==> config.mk <==
export PLATFORM = sky130hd
export DESIGN_NAME = mem_arbiter
export DESIGN_NICKNAME = d
export VERILOG_FILES = /design/src/rtl/mem_arbiter.sv
export SDC_FILE = /design/constraint.sdc
export NUM_CORES = 1
export LEC_CHECK = 0
export CAP_MARGIN = 20
export CORE_AREA = 2 2 105 107
export DETAILED_ROUTE_END_ITERATION = 10
export DIE_AREA = 0 0 107 109
export DONT_BUFFER_PORTS = 1
export GPL_TIMING_DRIVEN = 0
export PLACE_DENSITY = 0.7
export SLEW_MARGIN = 20
export SYNTH_ARGS = -nofsm -noshare
export SYNTH_HDL_FRONTEND = slang
export SYNTH_SLANG_ARGS = --single-unit
export TNS_END_PERCENT = 30
==> constraint.sdc <==
create_clock -name clk -period 2.7 [get_ports clk]
set_input_delay 0.54 -clock clk [delete_from_list [all_inputs] [get_ports clk]]
set_output_delay 0.54 -clock clk [all_outputs]
set_load 0.02 [all_outputs]
==> src/rtl/mem_arbiter.sv <==
// mem_arbiter: shares one single-port memory between an instruction-fetch
// requester (I, read-only) and a data requester (D, read/write).
// At most one transaction is outstanding; ties are broken round-robin.
//
// Ports:
//   clk, rst_n                      clock, async active-low reset
//   i_req, i_addr                   fetch read request / address
//   i_gnt, i_rvalid, i_rdata        fetch accept pulse, read-valid pulse, data
//   d_req, d_we, d_addr, d_wdata    data request / write enable / address / wdata
//   d_gnt, d_rvalid, d_rdata        data accept pulse, read-valid pulse, data
//   mem_en, mem_we, mem_addr,
//   mem_wdata, mem_rdata            memory side; rdata valid MEM_LAT cycles
//                                   after the mem_en cycle
//   busy                            high while a transaction is outstanding
module mem_arbiter #(
    parameter int ADDR_W  = 32,
    parameter int DATA_W  = 32,
    parameter int MEM_LAT = 2
) (
    input  logic              clk,
    input  logic              rst_n,
    input  logic              i_req,
    input  logic [ADDR_W-1:0] i_addr,
    output logic              i_gnt,
    output logic              i_rvalid,
    output logic [DATA_W-1:0] i_rdata,
    input  logic              d_req,
    input  logic              d_we,
    input  logic [ADDR_W-1:0] d_addr,
    input  logic [DATA_W-1:0] d_wdata,
    output logic              d_gnt,
    output logic              d_rvalid,
    output logic [DATA_W-1:0] d_rdata,
    output logic              mem_en,
    output logic              mem_we,
    output logic [ADDR_W-1:0] mem_addr,
    output logic [DATA_W-1:0] mem_wdata,
    input  logic [DATA_W-1:0] mem_rdata,
    output logic              busy
);

    localparam logic [3:0] LAT = 4'(MEM_LAT);

    typedef enum logic [1:0] {
        S_IDLE  = 2'd0,
        S_ISSUE = 2'd1,
        S_WAIT  = 2'd2,
        S_RESP  = 2'd3
    } state_t;

    state_t     r_state;
    logic [3:0] r_cnt;
    logic       r_last_d;   // 1: last grant went to D
    logic       r_sel_d;    // current transaction belongs to D
    logic       r_we;       // current transaction is a write

    logic w_any;
    logic w_pick_d;

    assign w_any    = i_req | d_req;
    // D wins alone, or on a tie when I was granted last.
    assign w_pick_d = d_req & (~i_req | ~r_last_d);

    always_ff @(posedge clk or negedge rst_n) begin
        if (!rst_n) begin
            r_state   <= S_IDLE;
            r_cnt     <= 4'd0;
            r_last_d  <= 1'b1;
            r_sel_d   <= 1'b0;
            r_we      <= 1'b0;
            i_gnt     <= 1'b0;
            i_rvalid  <= 1'b0;
            i_rdata   <= '0;
            d_gnt     <= 1'b0;
            d_rvalid  <= 1'b0;
            d_rdata   <= '0;
            mem_en    <= 1'b0;
            mem_we    <= 1'b0;
            mem_addr  <= '0;
            mem_wdata <= '0;
            busy      <= 1'b0;
        end else begin
            // Pulse outputs and the memory command default low/zero so they
            // are only asserted in the single cycle that sets them.
            i_gnt     <= 1'b0;
            d_gnt     <= 1'b0;
            i_rvalid  <= 1'b0;
            d_rvalid  <= 1'b0;
            mem_en    <= 1'b0;
            mem_we    <= 1'b0;
            mem_addr  <= '0;
            mem_wdata <= '0;

            case (r_state)
                S_IDLE: begin
                    if (w_any) begin
                        r_state  <= S_ISSUE;
                        busy     <= 1'b1;
                        r_sel_d  <= w_pick_d;
                        r_last_d <= w_pick_d;
                        mem_en   <= 1'b1;
                        if (w_pick_d) begin
                            d_gnt     <= 1'b1;
                            mem_we    <= d_we;
                            mem_addr  <= d_addr;
                            mem_wdata <= d_we ? d_wdata : '0;
                            r_we      <= d_we;
                        end else begin
                            i_gnt     <= 1'b1;
                            mem_addr  <= i_addr;
                            r_we      <= 1'b0;
                        end
                    end
                end

                S_ISSUE: begin
                    // The ISSUE cycle is latency cycle 0; WAIT starts at 1.
                    r_state <= S_WAIT;
                    r_cnt   <= 4'd1;
                end

                S_WAIT: begin
                    if (r_cnt == LAT) begin
                        // mem_rdata is valid in this cycle.
                        r_state <= S_RESP;
                        r_cnt   <= 4'd0;
                        if (!r_we) begin
                            if (r_sel_d) begin
                                d_rdata  <= mem_rdata;
                                d_rvalid <= 1'b1;
                            end else begin
                                i_rdata  <= mem_rdata;
                                i_rvalid <= 1'b1;
                            end
                        end
                    end else begin
                        r_cnt <= r_cnt + 4'd1;
                    end
                end

                S_RESP: begin
                    r_state <= S_IDLE;
                    busy    <= 1'b0;
                end

                default: begin
                    r_state <= S_IDLE;
                    busy    <= 1'b0;
                end
            endcase
        end
    end

endmodule
# Word-level counts from Yosys, hierarchy flattened
# Index checks and enable logic that the tools add are counted.
[op_classes]
n_addsub = 1
n_eq_ne = 6
muxes = 33
bitwise_logic = 7
reduce_logical = 8
[ops]
columns = ["cell", "n"]
rows = [
  ["$mux W32", 7],
  ["$mux W1", 20],
  ["$pmux W2 S4", 1],
  ["$pmux W4 S2", 1],
  ["$reduce_and A4 Y1", 2],
  ["$reduce_and A2 Y1", 3],
  ["$add A4 B1 Y4 const B", 1],
  ["$eq A2 B2 Y1 const B", 2],
  ["$eq A4 B2 Y1 const B", 1],
  ["$mux W2", 2],
  ["$mux W4", 1],
  ["$ne A2 B2 Y1 const B", 2],
  ["$not A1 Y1", 4],
  ["$reduce_bool A2 Y1", 2],
  ["$eq A2 B1 Y1 const B", 1],
  ["$logic_not A2 Y1", 1],
  ["$or A1 B1 Y1", 2],
  ["$pmux W1 S2", 1],
  ["$and A1 B1 Y1", 1],
]
[word_totals]
reg_bits = 144
in_bits = 133
output_inout_bits = 135
wordCells = 71

# Longest topological paths before layout
[depth]
ltp_word = 6
mapped_depth = 7
depth_no_buf = 5

# Worst setup path after synthesis
# No wires, ideal clock.
[synth_timing]
path_type = "register to register"
startpoint = "register r_cnt[0]"
endpoint = "register d_rdata[10]"
setup_time_ns = 0.125
arrival_time_ns = 1.623
t_required_ns = 2.575
setup_slack_ns = 0.952
path_stages_with_launch = 8
path_buffers = 2
synth_period_minus_slack_ns = 1.748
cell_sequence = "dfrtp_1 > inv_1 > ha_1 > nor3b_4 > and3_1 > buf_4 > buf_6 > mux2_2"
[synth_via]
elab_chain_cells = 2
[synth_rtl]
columns = ["element", "line", "source"]
rows = [
  ["from (decl)", "52", "logic [3:0] r_cnt;"],
  ["from (signal assigned)", "137", "r_cnt <= r_cnt + 4'd1;"],
  ["$eq A4 B2 Y1", "123", "if (r_cnt == LAT) begin"],
  ["$reduce_and A4 Y1 (no line)", "--", ""],
  ["to (signal assigned)", "129", "d_rdata <= mem_rdata;"],
  ["to (decl)", "33", "output logic [DATA_W-1:0] d_rdata,"],
]
# No other way between the ends.
# A chain may end at the register's enable or synchronous reset.

# Worst setup path after layout
[layout_timing]
startpoint = "register r_cnt[0]"
endpoint = "register d_rdata[17]"
# The elaborated chain is that of the path after synthesis.

==> metrics.txt <==
antenna violations before repair 4; GRT met2 Usage around 34%; CTS tree done; worst-skew pair later-pin latency slightly above 0.5 ns; clock power share 28.6%; post-route cell area 0.00611 sq mm; Syn Area/Cell ~13 sq um; critical path arrival between 2 and 2.5 ns; Die Area roughly 0.012 sq mm; Async SR Flop Fraction 100%; post-layout total power between 7 and 8 mW; ANT nets after route 0; Internal roughly 4.7 mW; Worst-Margin Slew around 0.88 ns; CTS resizes 0; cell count after synthesis roughly 400; number of global-route vias before repair between 3000 and 4000; crit start category flop; status finished with violations; leakage power 3.00 nW; clk root buf clkbuf_8; layout cell share with drive strength beyond 1 around a quarter; ratio of total power to cell area about 1200 mW/mm^2; Setup CP Type reg2reg; Avg WL per Cell between 15 and 20 microns; RSZ-0062 raised after global routing false; Global Route Usage Sum 19.4%; final worst slack 0.706 ns; H-tree depth 4; CTS Buf Count 17; Initial DRC Count ~130; CTS sink count ~140; Post-Synthesis Net Count between 500 and 600; Worst Hold Slack -0.276 ns; Final GP Congestion 0.750; register area share after synthesis between 60% and 70%; setup bufs post-CTS 0; Netlist cell types 36; Max Slew Vio Count 0; most common cell after layout, fill and taps aside dfrtp_1; GR peak layer met2; Placement Cell Area 0.00556 sq mm; Layout Nets between 500 and 600; Max Cap Viol 0; largest net degree at the start of global routing roughly 150; critical path fanouts, max 10; synthesized flop and latch total roughly 140; Vias/cell approximately 5.4; slew margin rel. approximately 40%; endpoints failing setup 0; Area growth syn-to-layout 13.5%; FMAX 501 MHz; netlist area before placement around 0.0054 sq mm; Clock transition at path regs 0.06 ns; row count 38; minimum clock period 1.99 ns; Reg2Reg Setup Slack slightly above 0.7 ns; Primary FF master, synth dfrtp_1; core area about 0.011 sq mm; M1 GR Usage 20.5%; worst slack, placed around 0.57 ns; first-pass GRT wire length around 17 mm; GR Util met3 between 8 and 9%; Psw around 2.7 mW; sw frac 36.5%; Synth warnings 0; Final Hold Fails 144; register share of total power between 50% and 60%; Clock Skew slightly above 0.008 ns; HPWL after DPL 8.22 mm; worst hold-check path type in2async; DRT Pass-1 Iters 4; I/O Pins 268; I/O Buffers 0; Max clock buf depth 2; final worst-path cycle share between 70% and 80%; most frequent cells in the layout dfrtp_1 (143), nand2_1 (67), mux2_2 (64); Util after Layout about 58%; number of flops mapped to enable cells by yosys 0; maximum VDD drop 0.000520 V; grt ovf 0; combinational fraction of design power between 10% and 20%; Critical Path End Type flop; # DRC 0; Die Y-Extent between 100 and 150 microns; aggregate negative setup slack 0 ns; WP data required 3.10 ns; failing checks hold timing; Die Span X 107 microns; Total Wirelength roughly 11 mm; initial core utilization a little over 50%; via count approximately 3100
==> area by class of cell <==
| cell class | instances | area, sq um |
|---|---|---|
| clock buffers | 19 | 432 |
| fillers | 856 | 4490 |
| well taps | 140 | 175 |
| inverters | 9 | 33.8 |
| flip-flops and latches | 144 | 3600 |
| multi-input cells | 231 | 1630 |
| clock inverters | 12 | 111 |
| plain buffers | 21 | 119 |
| diodes | 4 | 10.0 |
==> metrics by stage <==
stage	hold WS (ns)	instances
floorplan	0.244	405
global placement	0.247	545
finish	-0.276	580
global route	-0.309	580
CTS	-0.308	576
detailed placement	0.247	545
==> flip-flops by register name, indices dropped and copies added, names as in the netlist, 2 cells and up <==
signal     flops
i_rdata       32
mem_addr      32
mem_wdata     32
r_cnt          4
d_rdata       32
r_state        2
==> final timing paths <==
check	endpoint	cells after the start	start
max reg2reg	d_rdata[17]	7	r_cnt[0]
min	d_rdata[26]	0	rst_n
min in group clk	mem_wdata[3]	1	d_wdata[3]
min reg2reg	r_we	1	r_we
max	d_rdata[17]	7	r_cnt[0]
max in group asynchronous	r_last_d	0	rst_n
==> synth_stat cells, types with 3 or more instances <==
library cell  count  area share (%)
a21o_1            3            0.42
a21oi_1          36             3.3
and2_1           32             3.7
buf_4             4            0.56
buf_6             3            0.63
clkbuf_1         12            0.84
dfrtp_1         143              66
ha_1              5             1.2
inv_1             9            0.63
mux2_2           64              13
nand2_1          67             4.7
==> layer usage <==
metal  share of wire, %  vias to the layer above
met5                  0                        -
met3                 10                       16
met4                1.6                        0
li1                   -                     1396
met2                 54                      162
met1                 35                     1567
==> critical path, stage by stage, from the launching register on <==
cell and delay, ns:
dfrtp_1 0.40, inv_1 0.10, ha_1 0.17, nor3b_4 0.30, and3_1 0.21, buf_4 0.17
buf_6 0.17, mux2_2 0.35
==> kinds of logic (layout without fill, tap and decap cells) <==
group | count (synthesis) | after routing | share of synthesized area [%]
adders and majority gates | 5 | 5 | 1.16
muxes | 65 | 65 | 13.6
buffers and inverters | 30 | 61 | 2.83
AOI/OAI and AO/OA | 51 | 51 | 5.51
and+or+nand+nor | 110 | 110 | 9.97
other | 0 | 4 | 0
DFF | 144 | 144 | 67.0
==> power by group through the flow <==
stage               registers (mW)  clock network [mW]  logic [mW]
floorplan                     4.05                   0       0.902
global placement              4.22                   0        1.01
detailed placement            4.24                   0        1.09
CTS                           4.21                2.17        1.09
global route                  4.28                2.27        1.21
finish                        4.19                2.12        1.08
Note: power is estimated with default switching activity, not from simulation.
